## config.mk

```make
export PLATFORM = sky130hd
export DESIGN_NAME = div_clk_monitor
export DESIGN_NICKNAME = d
export VERILOG_FILES = /design/src/rtl/div_clk_monitor.sv
export SDC_FILE = /design/constraint.sdc
export NUM_CORES = 1
export LEC_CHECK = 0
export CAP_MARGIN = 20
export CORE_ASPECT_RATIO = 0.5
export CORE_MARGIN = 2
export CORE_UTILIZATION = 57
export DETAILED_ROUTE_END_ITERATION = 6
export PLACE_DENSITY = 0.78
export SYNTH_ARGS = -nofsm -noshare
export SYNTH_HDL_FRONTEND = slang
export SYNTH_SLANG_ARGS = --single-unit
```

## constraint.sdc

```tcl
create_clock -name clk_in -period 3.6 [get_ports clk_in]
set_clock_uncertainty 0.1 [all_clocks]
set_input_delay 0.72 -clock clk_in [delete_from_list [all_inputs] [get_ports clk_in]]
set_output_delay 0.72 -clock clk_in [all_outputs]
set_load 0.02 [all_outputs]
```

## src/rtl/div_clk_monitor.sv

```systemverilog
// Measures high, low and period of an asynchronous divided clock in clk_in cycles,
// and reports duty balance, lock on a stable period, and a stalled-clock timeout.
module div_clk_monitor #(
   parameter int unsigned CNT_W   = 8,
   parameter int unsigned TIMEOUT = 200,
   parameter int unsigned LOCK_N  = 4
) (
   input  logic             clk_in,
   input  logic             rst,
   input  logic             div_clk,
   output logic [CNT_W:0]   period,
   output logic [CNT_W-1:0] high_time,
   output logic [CNT_W-1:0] low_time,
   output logic             meas_valid,
   output logic             duty_ok,
   output logic             locked,
   output logic             timeout
);

   typedef enum logic [1:0] {StIdle, StHigh, StLow} state_e;

   localparam logic [CNT_W-1:0] TimeoutCnt = CNT_W'(TIMEOUT);
   localparam logic [CNT_W-1:0] CntOne     = CNT_W'(1);
   localparam logic [3:0]       LockMax    = 4'(LOCK_N);

   state_e           r_state;
   logic             r_sync1;
   logic             r_sync2;
   logic             r_s_d;
   logic [CNT_W-1:0] r_hi_cnt;
   logic [CNT_W-1:0] r_lo_cnt;
   logic [CNT_W-1:0] r_h_cap;
   logic [3:0]       r_lock_cnt;

   logic             w_rise;
   logic             w_fall;
   logic [CNT_W-1:0] w_hi_inc;
   logic [CNT_W-1:0] w_lo_inc;
   logic [CNT_W-1:0] w_diff;
   logic [CNT_W:0]   w_period;
   logic             w_duty;

   assign w_rise   = r_sync2 & ~r_s_d;
   assign w_fall   = ~r_sync2 & r_s_d;
   assign w_hi_inc = (r_hi_cnt == '1) ? r_hi_cnt : r_hi_cnt + CntOne;
   assign w_lo_inc = (r_lo_cnt == '1) ? r_lo_cnt : r_lo_cnt + CntOne;
   assign w_period = {1'b0, r_h_cap} + {1'b0, r_lo_cnt};
   assign w_diff   = (r_h_cap >= r_lo_cnt) ? (r_h_cap - r_lo_cnt) : (r_lo_cnt - r_h_cap);
   assign w_duty   = (w_diff <= CntOne);
   assign locked   = (r_lock_cnt == LockMax);

   always_ff @(posedge clk_in or posedge rst) begin
      if (rst) begin
         r_sync1 <= 1'b0;
         r_sync2 <= 1'b0;
         r_s_d   <= 1'b0;
      end else begin
         r_sync1 <= div_clk;
         r_sync2 <= r_sync1;
         r_s_d   <= r_sync2;
      end
   end

   always_ff @(posedge clk_in or posedge rst) begin
      if (rst) begin
         r_state    <= StIdle;
         r_hi_cnt   <= '0;
         r_lo_cnt   <= '0;
         r_h_cap    <= '0;
         r_lock_cnt <= '0;
         period     <= '0;
         high_time  <= '0;
         low_time   <= '0;
         meas_valid <= 1'b0;
         duty_ok    <= 1'b0;
         timeout    <= 1'b0;
      end else begin
         meas_valid <= 1'b0;
         unique case (r_state)
            StIdle: begin
               if (w_rise) begin
                  r_hi_cnt <= CntOne;
                  r_state  <= StHigh;
               end
            end
            StHigh: begin
               if (w_fall) begin
                  r_h_cap  <= r_hi_cnt;
                  r_lo_cnt <= CntOne;
                  r_state  <= StLow;
               end else if (r_hi_cnt == TimeoutCnt) begin
                  timeout    <= 1'b1;
                  r_lock_cnt <= '0;
                  r_hi_cnt   <= '0;
                  r_lo_cnt   <= '0;
                  r_state    <= StIdle;
               end else begin
                  r_hi_cnt <= w_hi_inc;
               end
            end
            StLow: begin
               if (w_rise) begin
                  high_time  <= r_h_cap;
                  low_time   <= r_lo_cnt;
                  period     <= w_period;
                  duty_ok    <= w_duty;
                  meas_valid <= 1'b1;
                  timeout    <= 1'b0;
                  r_hi_cnt   <= CntOne;
                  r_state    <= StHigh;
                  // Compare against the previous measurement still held in period.
                  if (w_duty && (w_period == period)) begin
                     r_lock_cnt <= (r_lock_cnt >= LockMax) ? LockMax : r_lock_cnt + 4'd1;
                  end else begin
                     r_lock_cnt <= {3'b000, w_duty};
                  end
               end else if (r_lo_cnt == TimeoutCnt) begin
                  timeout    <= 1'b1;
                  r_lock_cnt <= '0;
                  r_hi_cnt   <= '0;
                  r_lo_cnt   <= '0;
                  r_state    <= StIdle;
               end else begin
                  r_lo_cnt <= w_lo_inc;
               end
            end
            default: r_state <= StIdle;
         endcase
      end
   end

endmodule
```

==> flow_metrics.env, run 1 <==
export IMPL_status="completed"
export IMPL_p_comb_share_pct=39.8
export IMPL_dp_cells=541
export IMPL_cts_max_path_buffers=2
export IMPL_pre_cts_ws_ns=0.521
export IMPL_ios=32
export IMPL_clkPwrFrac_pct=29.9
export IMPL_timing_final_hold_violations=0
export IMPL_cap_violations=0
export IMPL_drt_pass1_iter_count=6
export IMPL_p_leak_nw=2.09
export IMPL_route_detailed_drc=0
export IMPL_worstReg2RegEnd="r_lock_cnt[1]$_DFFE_PP0P_"
export IMPL_antennaDiodeCount=0
export IMPL_cts_buffers=9
export IMPL_synth_edff_count=0
export IMPL_async_flop_share_pct=100
export IMPL_setup_viol=0
export IMPL_final_layout_size_suffix_gt1_share_pct=8.17
export IMPL_yosysWarnings=0
export IMPL_postSynthCellCount=429
export IMPL_wirelength_um=9320
export IMPL_hold_path_depth=0
export IMPL_internal_power_mw=1.82
export IMPL_antenna_found_initial=0
export IMPL_grt_overflow_total=0
export IMPL_grt_pass1_vias=3070
export IMPL_setup_slack_ns=0.438
export IMPL_start_kind="flip-flop"
export IMPL_fillers=513
export IMPL_nets=499
export IMPL_area_growth_pct=17.9
export IMPL_clock_root_buffer="clkbuf_16"
export IMPL_clkSinkCount=61
export IMPL_final_cell_mix="61 x dfrtp_1, 58 x o21ai_0, 55 x nand2_1"
export IMPL_final_max_slew_violation_count=0
export IMPL_yosysTopAreaCell="dfrtp_1"
export IMPL_num_rows=21
export IMPL_drt_iter0_markers=228
export IMPL_cp_slowest_cell="ha_1"
export IMPL_place_area_um2=4350
export IMPL_tightest_slew_ns=0.632
export IMPL_post_cts_resized=0
export IMPL_viasPerCell=5.88
export IMPL_hold_path_end="r_sync2$_DFF_PP0_"
export IMPL_max_freq_ghz=0.316
export IMPL_place_congestion=0.943
export IMPL_cp_common_cell="o21ai_0"
export IMPL_cts_tree="built"
export IMPL_timing_final_crit_period_ns=3.16
export IMPL_portBuffers=31
export IMPL_whs_ns=0.250
export IMPL_post_cts_setup_buffer_count=0
export IMPL_yosysTopAreaCellShare_pct=38.7
export IMPL_synth_cell_types=62
export IMPL_detail_route_wl_per_cell_um=16.7
export IMPL_clkSlewWorstSetupHoldPaths_ns=0.05
export IMPL_crit_family="compound AO/OA/AOI/OAI gates"
export IMPL_hpwl_um=6890
export IMPL_p_switching_mw=1.07
export IMPL_final_area_um2=4650
export IMPL_holdCritPathClass="flip-flop to flip-flop"
export IMPL_reg2reg_depth=9
export IMPL_powerDensity_nw_per_um2=620
export IMPL_synth_area_leaders="dfrtp_1 39%, ha_1 10%, o21ai_0 7.4%"
export IMPL_critPathKind="flip-flop to flip-flop"
export IMPL_worst_path_buf_inv=1
export IMPL_setup_tns_ns=0
export IMPL_start_util_pct=58.9
export IMPL_holdCritStartpoint="r_sync1$_DFF_PP0_"
export IMPL_grt_max_degree=37
export IMPL_htreeDepth=3
export IMPL_die_w_um=122
export IMPL_post_route_period_util_pct=87.8
export IMPL_ant_nets=0
export IMPL_vias=3275
export IMPL_yosysSeqAreaShare_pct=38.7
export IMPL_final_util_pct=69.4
export IMPL_synth_flop_cell="dfrtp_1"
export IMPL_slew_headroom_pct=57.8
export IMPL_crit_fanout=12
export IMPL_crit_arrival_ns=3.26
export IMPL_power_mw=2.89
export IMPL_end_kind="flip-flop"
export IMPL_yosys_register_bits=61
export IMPL_die_area_um2=7650
export IMPL_syn_nets=468
export IMPL_cp_required_ns=3.69
export IMPL_seqPwrFrac_pct=30.2
export IMPL_cts_hold_buf=0
export IMPL_grt_usage_pct=26.5
export IMPL_r2r_start="r_lo_cnt[2]$_DFFE_PP0P_"
export IMPL_r2r_slack_ns=0.44
export IMPL_rsz0062_at_grt="false"
export IMPL_crit_path_max_incr_delay_ns=0.58
export IMPL_clock_latency_ns=0.34
export IMPL_synth_avg_cell_area_um2=9.20
export IMPL_path_cells="inv_1, ha_1, nand2_1, o21ai_0, mux2_2, nand4_1, nor2_1, a2111oi_2, o21ai_0"
export IMPL_final_common_cell="dfrtp_1"
export IMPL_synth_area_um2=3950
export IMPL_finalNonFillerCells=557
export IMPL_switching_share_pct=37.0
export IMPL_ir_drop_mv=0.401
export IMPL_coreArea_um2=6700
export IMPL_die_h_um=62.8
export IMPL_grt_pass1_wl_um=15500
==> cell usage after synthesis, types with 4 or more instances <==
| master | instances |
|---|---|
| nand3_1 | 10 |
| ha_1 | 33 |
| nand4_1 | 4 |
| o31ai_1 | 4 |
| inv_1 | 31 |
| nand2b_1 | 8 |
| and3_1 | 6 |
| nor2_1 | 24 |
| o22ai_1 | 4 |
| buf_2 | 6 |
| nor2b_1 | 7 |
| nor3_1 | 5 |
| xor2_1 | 5 |
| mux2_2 | 7 |
| mux2i_1 | 4 |
| xnor2_1 | 12 |
| clkbuf_1 | 8 |
| a21oi_1 | 13 |
| nor3b_1 | 6 |
| o21ai_0 | 58 |
| dfrtp_1 | 61 |
| a211oi_1 | 4 |
| nand2_1 | 55 |
==> per-layer routing <==
metal,GRT usage [%],vias to the layer above,wire [um]
met5,0,-,0
met4,6.75,0,111
met3,6.75,13,569
met2,39.2,131,4130
met1,38.9,1566,4510
li1,-,1565,-
==> logic make-up after synthesis <==
group / synth area share, %
buffers and inverters: 4.57
DFF: 38.7
adders and majority gates: 12.0
AOI/OAI and AO/OA: 18.5
xor gates and xnor gates: 4.91
and+or+nand+nor: 18.3
muxes: 3.01
==> cell type report <==
type	count	area, um2	area share, %
Multi-Input combinational cell	322	2240	48.1
Sequential cell	61	1530	32.8
Timing Repair Buffer	35	353	7.58
Clock buffer	11	243	5.22
Inverter	31	116	2.50
Tap cell	92	115	2.47
Clock inverter	5	58.8	1.26
==> how the worst max path moves through the flow <==
stage / cells after the start / from / to
after floorplan: 10 / r_lo_cnt[0]$_DFFE_PP0P_ / r_lock_cnt[2]$_DFFE_PP0P_
final: 9 / r_lo_cnt[2]$_DFFE_PP0P_ / r_lock_cnt[1]$_DFFE_PP0P_
after global placement: 9 / r_lo_cnt[2]$_DFFE_PP0P_ / r_lock_cnt[1]$_DFFE_PP0P_
after CTS: 9 / r_lo_cnt[2]$_DFFE_PP0P_ / r_lock_cnt[1]$_DFFE_PP0P_
after detailed placement: 9 / r_lo_cnt[2]$_DFFE_PP0P_ / r_lock_cnt[1]$_DFFE_PP0P_
after global routing: 9 / r_lo_cnt[4]$_DFFE_PP0P_ / r_lock_cnt[2]$_DFFE_PP0P_
==> worst reg2reg max path, stage by stage (launching register included) <==
cell and delay, ns:
dfrtp_1 0.40, inv_1 0.13, ha_1 0.58, nand2_1 0.11, o21ai_0 0.38, mux2_2 0.39, nand4_1 0.12, nor2_1 0.06
a2111oi_2 0.55, o21ai_0 0.18
==> registers in the layout (all words and copies together) (netlist names), 2 cells and up <==
name,cells
r_lock_cnt,4
r_lo_cnt,8
low_time,8
r_h_cap,8
r_hi_cnt,8
period,9
high_time,8
r_state,2
==> power by group through the flow <==
stage	Sequential, mW	Combinational (mW)	Clock, mW
after floorplan	0.912	0.776	0
after CTS	0.872	1.13	0.877
after global routing	0.888	1.27	0.916
after global placement	0.877	1.12	0
after detailed placement	0.883	1.13	0
final	0.873	1.15	0.864
Note: power is estimated with default switching activity, not from simulation.
==> inputs of run 2 (changes only) <==
Settings changed: ABC_AREA set to 0, CORE_UTILIZATION 57 to 53, PLACE_DENSITY 0.78 to 0.77.
Clock period 3.6 ns to 2.7 ns, I/O delays scaled along.
==> run 2 against run 1 <==
Effect of this change: the run now ends with setup timing left; combinational power is 82% higher; clock power is 31% higher; count of clock-buffer cells in the layout is 2 lower; power is 52% higher; highest routed layer unchanged.
==> flow_metrics.env, run 2 (synthesized netlist as in run 1, its figures left out) <==
export IMPL_status="finished, violations left"
export IMPL_violations="setup timing"
export IMPL_reg2reg_depth=9
export IMPL_grt_max_degree=49
export IMPL_r2r_slack_ns=-0.06
export IMPL_clkSinkCount=61
export IMPL_cap_violations=0
export IMPL_cp_required_ns=2.84
export IMPL_nets=552
export IMPL_dp_cells=592
export IMPL_grt_overflow_total=0
export IMPL_cts_max_path_buffers=2
export IMPL_top_register="period"
export IMPL_die_area_um2=8190
export IMPL_seqPwrFrac_pct=26.6
export IMPL_pre_cts_ws_ns=-0.158
export IMPL_area_growth_pct=34.2
export IMPL_switching_share_pct=38.2
export IMPL_tightest_slew_ns=0.504
export IMPL_powerDensity_nw_per_um2=830
export IMPL_die_w_um=126
export IMPL_ir_drop_mv=0.449
export IMPL_antenna_found_initial=0
export IMPL_drt_pass1_iter_count=7
export IMPL_internal_power_mw=2.72
export IMPL_grt_pass1_wl_um=16600
export IMPL_post_route_period_util_pct=102
export IMPL_rsz0062_at_grt="true"
export IMPL_finalNonFillerCells=614
export IMPL_crit_fanout=4
export IMPL_setup_viol=1
export IMPL_max_freq_ghz=0.363
export IMPL_power_mw=4.40
export IMPL_grt_pass1_vias=3362
export IMPL_whs_ns=0.247
export IMPL_ant_nets=0
export IMPL_start_util_pct=54.3
export IMPL_drt_iter0_markers=375
export IMPL_clock_root_buffer="clkbuf_16"
export IMPL_portBuffers=31
export IMPL_setup_slack_ns=-0.0560
export IMPL_coreArea_um2=7270
export IMPL_cts_buffers=9
export IMPL_cts_tree="built"
export IMPL_crit_arrival_ns=2.89
export IMPL_p_leak_nw=2.39
export IMPL_crit_path_end="r_lock_cnt[2]$_DFFE_PP0P_"
export IMPL_p_switching_mw=1.68
export IMPL_detail_route_wl_per_cell_um=17.9
export IMPL_worstReg2RegEnd="r_lock_cnt[2]$_DFFE_PP0P_"
export IMPL_holdCritPathClass="flip-flop to flip-flop"
export IMPL_final_common_cell="dfrtp_1"
export IMPL_antennaDiodeCount=0
export IMPL_critPathKind="flip-flop to flip-flop"
export IMPL_htreeDepth=3
export IMPL_largest_reg_flops=9
export IMPL_vias=3637
export IMPL_timing_final_hold_violations=0
export IMPL_place_congestion=0.919
export IMPL_clkPwrFrac_pct=25.8
export IMPL_p_comb_share_pct=47.6
export IMPL_clock_latency_ns=0.34
export IMPL_final_layout_size_suffix_gt1_share_pct=25.5
export IMPL_die_h_um=65.0
export IMPL_end_kind="flip-flop"
export IMPL_viasPerCell=5.92
export IMPL_hpwl_um=7600
export IMPL_num_rows=22
export IMPL_timing_final_crit_period_ns=2.76
export IMPL_clkSlewWorstSetupHoldPaths_ns=0.06
export IMPL_start_kind="flip-flop"
export IMPL_grt_usage_pct=26.5
export IMPL_cp_startpoint="r_h_cap[0]$_DFFE_PP0P_"
export IMPL_ios=32
export IMPL_slew_headroom_pct=66.3
export IMPL_final_cell_mix="58 x dfrtp_1, 55 x nand2_1, 54 x buf_4"
export IMPL_final_max_slew_violation_count=0
export IMPL_wirelength_um=11000
export IMPL_route_detailed_drc=0
export IMPL_r2r_start="r_h_cap[0]$_DFFE_PP0P_"
run 2: cell count changes in the layout (fill, tap and decap cells not counted), moves of 4 or more:
cell	before	now
buf_4	3	54
ha_1	33	26
ha_4	0	5
o21ai_0	58	53
o21ai_1	0	5
inv_1	30	26
inv_2	1	5
run 2: critical path: stages, from the launching register on:
cell and delay, ns:
dfrtp_2 0.44, inv_2 0.05, ha_2 0.19, fa_2 0.55, o221ai_2 0.09, a2111oi_2 0.22, nand4_1 0.23, nor4_4 0.38
a2111oi_4 0.12, o32ai_2 0.26
run 2: worst min path at each step:
stage                                  from                 to  slack [ns]  cells after the start
after floorplan           r_sync1$_DFF_PP0_  r_sync2$_DFF_PP0_        0.23                      0
after global placement    r_sync1$_DFF_PP0_  r_sync2$_DFF_PP0_        0.23                      0
after detailed placement  r_sync1$_DFF_PP0_  r_sync2$_DFF_PP0_        0.24                      0
after CTS                 r_sync1$_DFF_PP0_  r_sync2$_DFF_PP0_        0.25                      0
after global routing      r_sync1$_DFF_PP0_  r_sync2$_DFF_PP0_        0.26                      0
final                     r_sync1$_DFF_PP0_  r_sync2$_DFF_PP0_        0.25                      0
run 2: power by group through the flow:
stage | clock [mW] | combinational (mW) | sequential [mW]
after global routing | 1.19 | 2.23 | 1.18
after CTS | 1.15 | 1.81 | 1.15
after floorplan | 0 | 1.03 | 1.22
final | 1.13 | 2.09 | 1.17
after global placement | 0 | 1.65 | 1.15
after detailed placement | 0 | 1.68 | 1.16
run 2: per-stage QoR:
step	area, um2	utilization, %	setup TNS (ns)
final	5300	72.9	-0.0560
after floorplan	3950	-	0
after CTS	5080	70.0	-0.0417
after detailed placement	4710	64.8	-0.299
after global routing	5300	72.9	-0.297
after global placement	4710	64.8	-0.0948
run 2: metal layers:
| metal | routed length (um) | GRT usage, % | part of all wire [%] |
|---|---|---|---|
| met1 | 4920 | 35.6 | 45 |
| met2 | 5100 | 42.1 | 46 |
| met3 | 717 | 7.43 | 6.5 |
| met4 | 256 | 8.38 | 2.3 |
| met5 | 0 | 0 | 0 |
run 2: area by class of cell:
type	instances	area [um2]
inverters	31	116
fillers	514	1970
repair buffers	88	758
clock buffers	9	225
clock inverters	7	66.3
multi-input cells	322	2480
flip-flops and latches	61	1530
well taps	96	120
run 2: what timing repair did:
action	4_1_cts	5_1_grt
gates resized for setup	16	44
setup endpoints to repair	3	6
setup buffers	3	4
hold buffers	0	0
pin swaps	10	23
==> inputs of run 3 (changes only) <==
Settings changed: ABC_AREA 0 to 1, CAP_MARGIN 20 to not set, PLACE_DENSITY 0.77 to 0.76.
==> run 3 against run 2 <==
Effect of this change: the flow now finishes without violations; register-to-register slack improved by 0.35 ns; via count rose by 2.7%; sequential share of layout area rose by 2.8 points; combinational power fell by 8%; non-clock buffer count fell by 52; cell area fell by 9.1%; wire length fell by 13%; setup slack improved by 0.22 ns; die area rose by 4.2%; first-iteration DRC count fell by 16%; critical endpoint is now locked.
==> flow_metrics.env, run 3 <==
export IMPL_vias=3734
export IMPL_place_congestion=0.889
export IMPL_grt_pass1_wl_um=16100
export IMPL_powerDensity_nw_per_um2=854
export IMPL_clkSlewWorstSetupHoldPaths_ns=0.05
export IMPL_yosysTopAreaCell="dfrtp_1"
export IMPL_coreArea_um2=7430
export IMPL_grt_overflow_total=0
export IMPL_place_area_um2=4530
export IMPL_clock_latency_ns=0.34
export IMPL_antennaDiodeCount=0
export IMPL_syn_nets=616
export IMPL_final_layout_size_suffix_gt1_share_pct=8.27
export IMPL_max_freq_ghz=0.394
export IMPL_status="completed"
export IMPL_post_route_period_util_pct=94.1
export IMPL_cts_buffers=9
export IMPL_synth_cell_types=34
export IMPL_async_flop_share_pct=100
export IMPL_r2r_slack_ns=0.29
export IMPL_yosysTopAreaCellShare_pct=37.0
export IMPL_multiInputGateArea_um2=2170
export IMPL_p_leak_nw=2.45
export IMPL_synthMostInstantiatedCell="nand2_1"
export IMPL_cts_hold_buf=0
export IMPL_detail_route_wl_per_cell_um=13.4
export IMPL_postSynthCellCount=577
export IMPL_setup_viol=0
export IMPL_ir_drop_mv=0.443
export IMPL_rsz0062_at_grt="false"
export IMPL_die_w_um=129
export IMPL_nets=651
export IMPL_ant_nets=0
export IMPL_dp_cells=697
export IMPL_wirelength_um=9550
export IMPL_antenna_found_initial=0
export IMPL_largest_reg_flops=9
export IMPL_clock_root_buffer="clkbuf_16"
export IMPL_portBuffers=31
export IMPL_num_rows=22
export IMPL_drt_pass1_iter_count=5
export IMPL_timing_final_crit_period_ns=2.54
export IMPL_yosys_register_bits=61
export IMPL_final_common_cell="nand2_1"
export IMPL_final_max_slew_violation_count=0
export IMPL_final_area_um2=4810
export IMPL_start_kind="flip-flop"
export IMPL_final_util_pct=64.8
export IMPL_power_mw=4.11
export IMPL_fillers=636
export IMPL_grt_usage_pct=24.9
export IMPL_synth_area_um2=4120
export IMPL_pre_cts_ws_ns=0.294
export IMPL_finalNonFillerCells=713
export IMPL_synth_edff_count=0
export IMPL_grt_max_degree=62
export IMPL_synth_flop_cell="dfrtp_1"
export IMPL_tightest_slew_ns=0.457
export IMPL_end_kind="primary output"
export IMPL_route_detailed_drc=0
export IMPL_setup_slack_ns=0.160
export IMPL_clkSinkCount=61
export IMPL_crit_fanout=4
export IMPL_timing_final_hold_violations=0
export IMPL_final_cell_mix="174 x nand2_1, 85 x inv_1, 60 x dfrtp_1"
export IMPL_cts_max_path_buffers=2
export IMPL_yosysSeqAreaShare_pct=37.0
export IMPL_htreeDepth=3
export IMPL_die_area_um2=8540
export IMPL_viasPerCell=5.24
export IMPL_regArea_um2=1530
export IMPL_slew_headroom_pct=69.4
export IMPL_cts_tree="built"
export IMPL_die_h_um=66.4
export IMPL_area_growth_pct=16.8
export IMPL_top_register="period"
export IMPL_cap_violations=0
export IMPL_setup_tns_ns=0
export IMPL_ios=32
export IMPL_start_util_pct=55.5
export IMPL_synth_area_leaders="dfrtp_1 37%, nand2_1 16%, ha_1 10%"
export IMPL_yosysWarnings=0
export IMPL_drt_iter0_markers=315
export IMPL_crit_arrival_ns=1.90
export IMPL_ys_top_cells_by_count="174 x nand2_1, 86 x inv_1, 61 x dfrtp_1"
export IMPL_critPathKind="flip-flop to primary output"
export IMPL_grt_pass1_vias=3374
export IMPL_holdCritPathClass="flip-flop to flip-flop"
export IMPL_hpwl_um=7070
export IMPL_synth_avg_cell_area_um2=7.14
export IMPL_whs_ns=0.247
export IMPL_cp_required_ns=2.06
run 3: cell type report:
cell class              count  area share (%)
flip-flops and latches     61            31.7
well taps                  96            2.49
repair buffers             36            7.48
clock inverters             7            1.04
clock buffers               9            4.68
inverters                  95            7.46
multi-input cells         409            45.1
run 3: kinds of logic (layout without fill, tap and decap cells):
kind of cell / after synthesis / in the layout / synth area share [%]
AO/OA/AOI/OAI: 81 / 81 / 10.4
adder cells (fa/ha/maj): 36 / 36 / 11.5
buffers and inverters: 107 / 147 / 10.4
XOR/XNOR: 3 / 3 / 0.638
AND/OR/NAND/NOR: 289 / 289 / 30.0
flip-flops: 61 / 61 / 37.0
run 3: per-layer routing:
metal	GRT usage, %	wire (um)	vias to the layer above
li1	-	-	1888
met2	36.6	4040	100
met4	5.71	56	0
met1	36.1	4830	1741
met3	7.52	628	5
met5	0	0	-
run 3: repair_timing:
item / in CTS / in global routing
endpoints found under the setup margin: 0 / 4
endpoints found under the hold margin: 0 / 0
setup buffers: 0 / 0
resized for setup: 0 / 3
run 3: where the power goes:
part | leakage [nW] | total [mW] | switching, mW | internal [mW]
clock network | 0.128 | 1.06 | 0.440 | 0.621
logic | 1.49 | 1.92 | 1.23 | 0.685
registers | 0.829 | 1.13 | 0.108 | 1.02
run 3: critical path, cell delays in order, from the launching register on:
cell and delay [ns]:
dfrtp_1 0.42, inv_1 0.08, ha_1 0.15, nand2_1 0.07, nor2_2 0.20, clkdlybuf4s50_1 0.65
run 3: worst paths after layout:
kind	start	to	cells after the start
setup / recovery	r_lock_cnt[0]$_DFFE_PP0P_	locked	5
hold / removal	r_sync1$_DFF_PP0_	r_sync2$_DFF_PP0_	0
setup reg to reg	r_lo_cnt[2]$_DFFE_PP0P_	r_lock_cnt[2]$_DFFE_PP0P_	18
hold reg to reg	r_sync1$_DFF_PP0_	r_sync2$_DFF_PP0_	0
max in group asynchronous	rst	r_lo_cnt[1]$_DFFE_PP0P_	3
min in group asynchronous	rst	low_time[6]$_DFFE_PP0P_	3
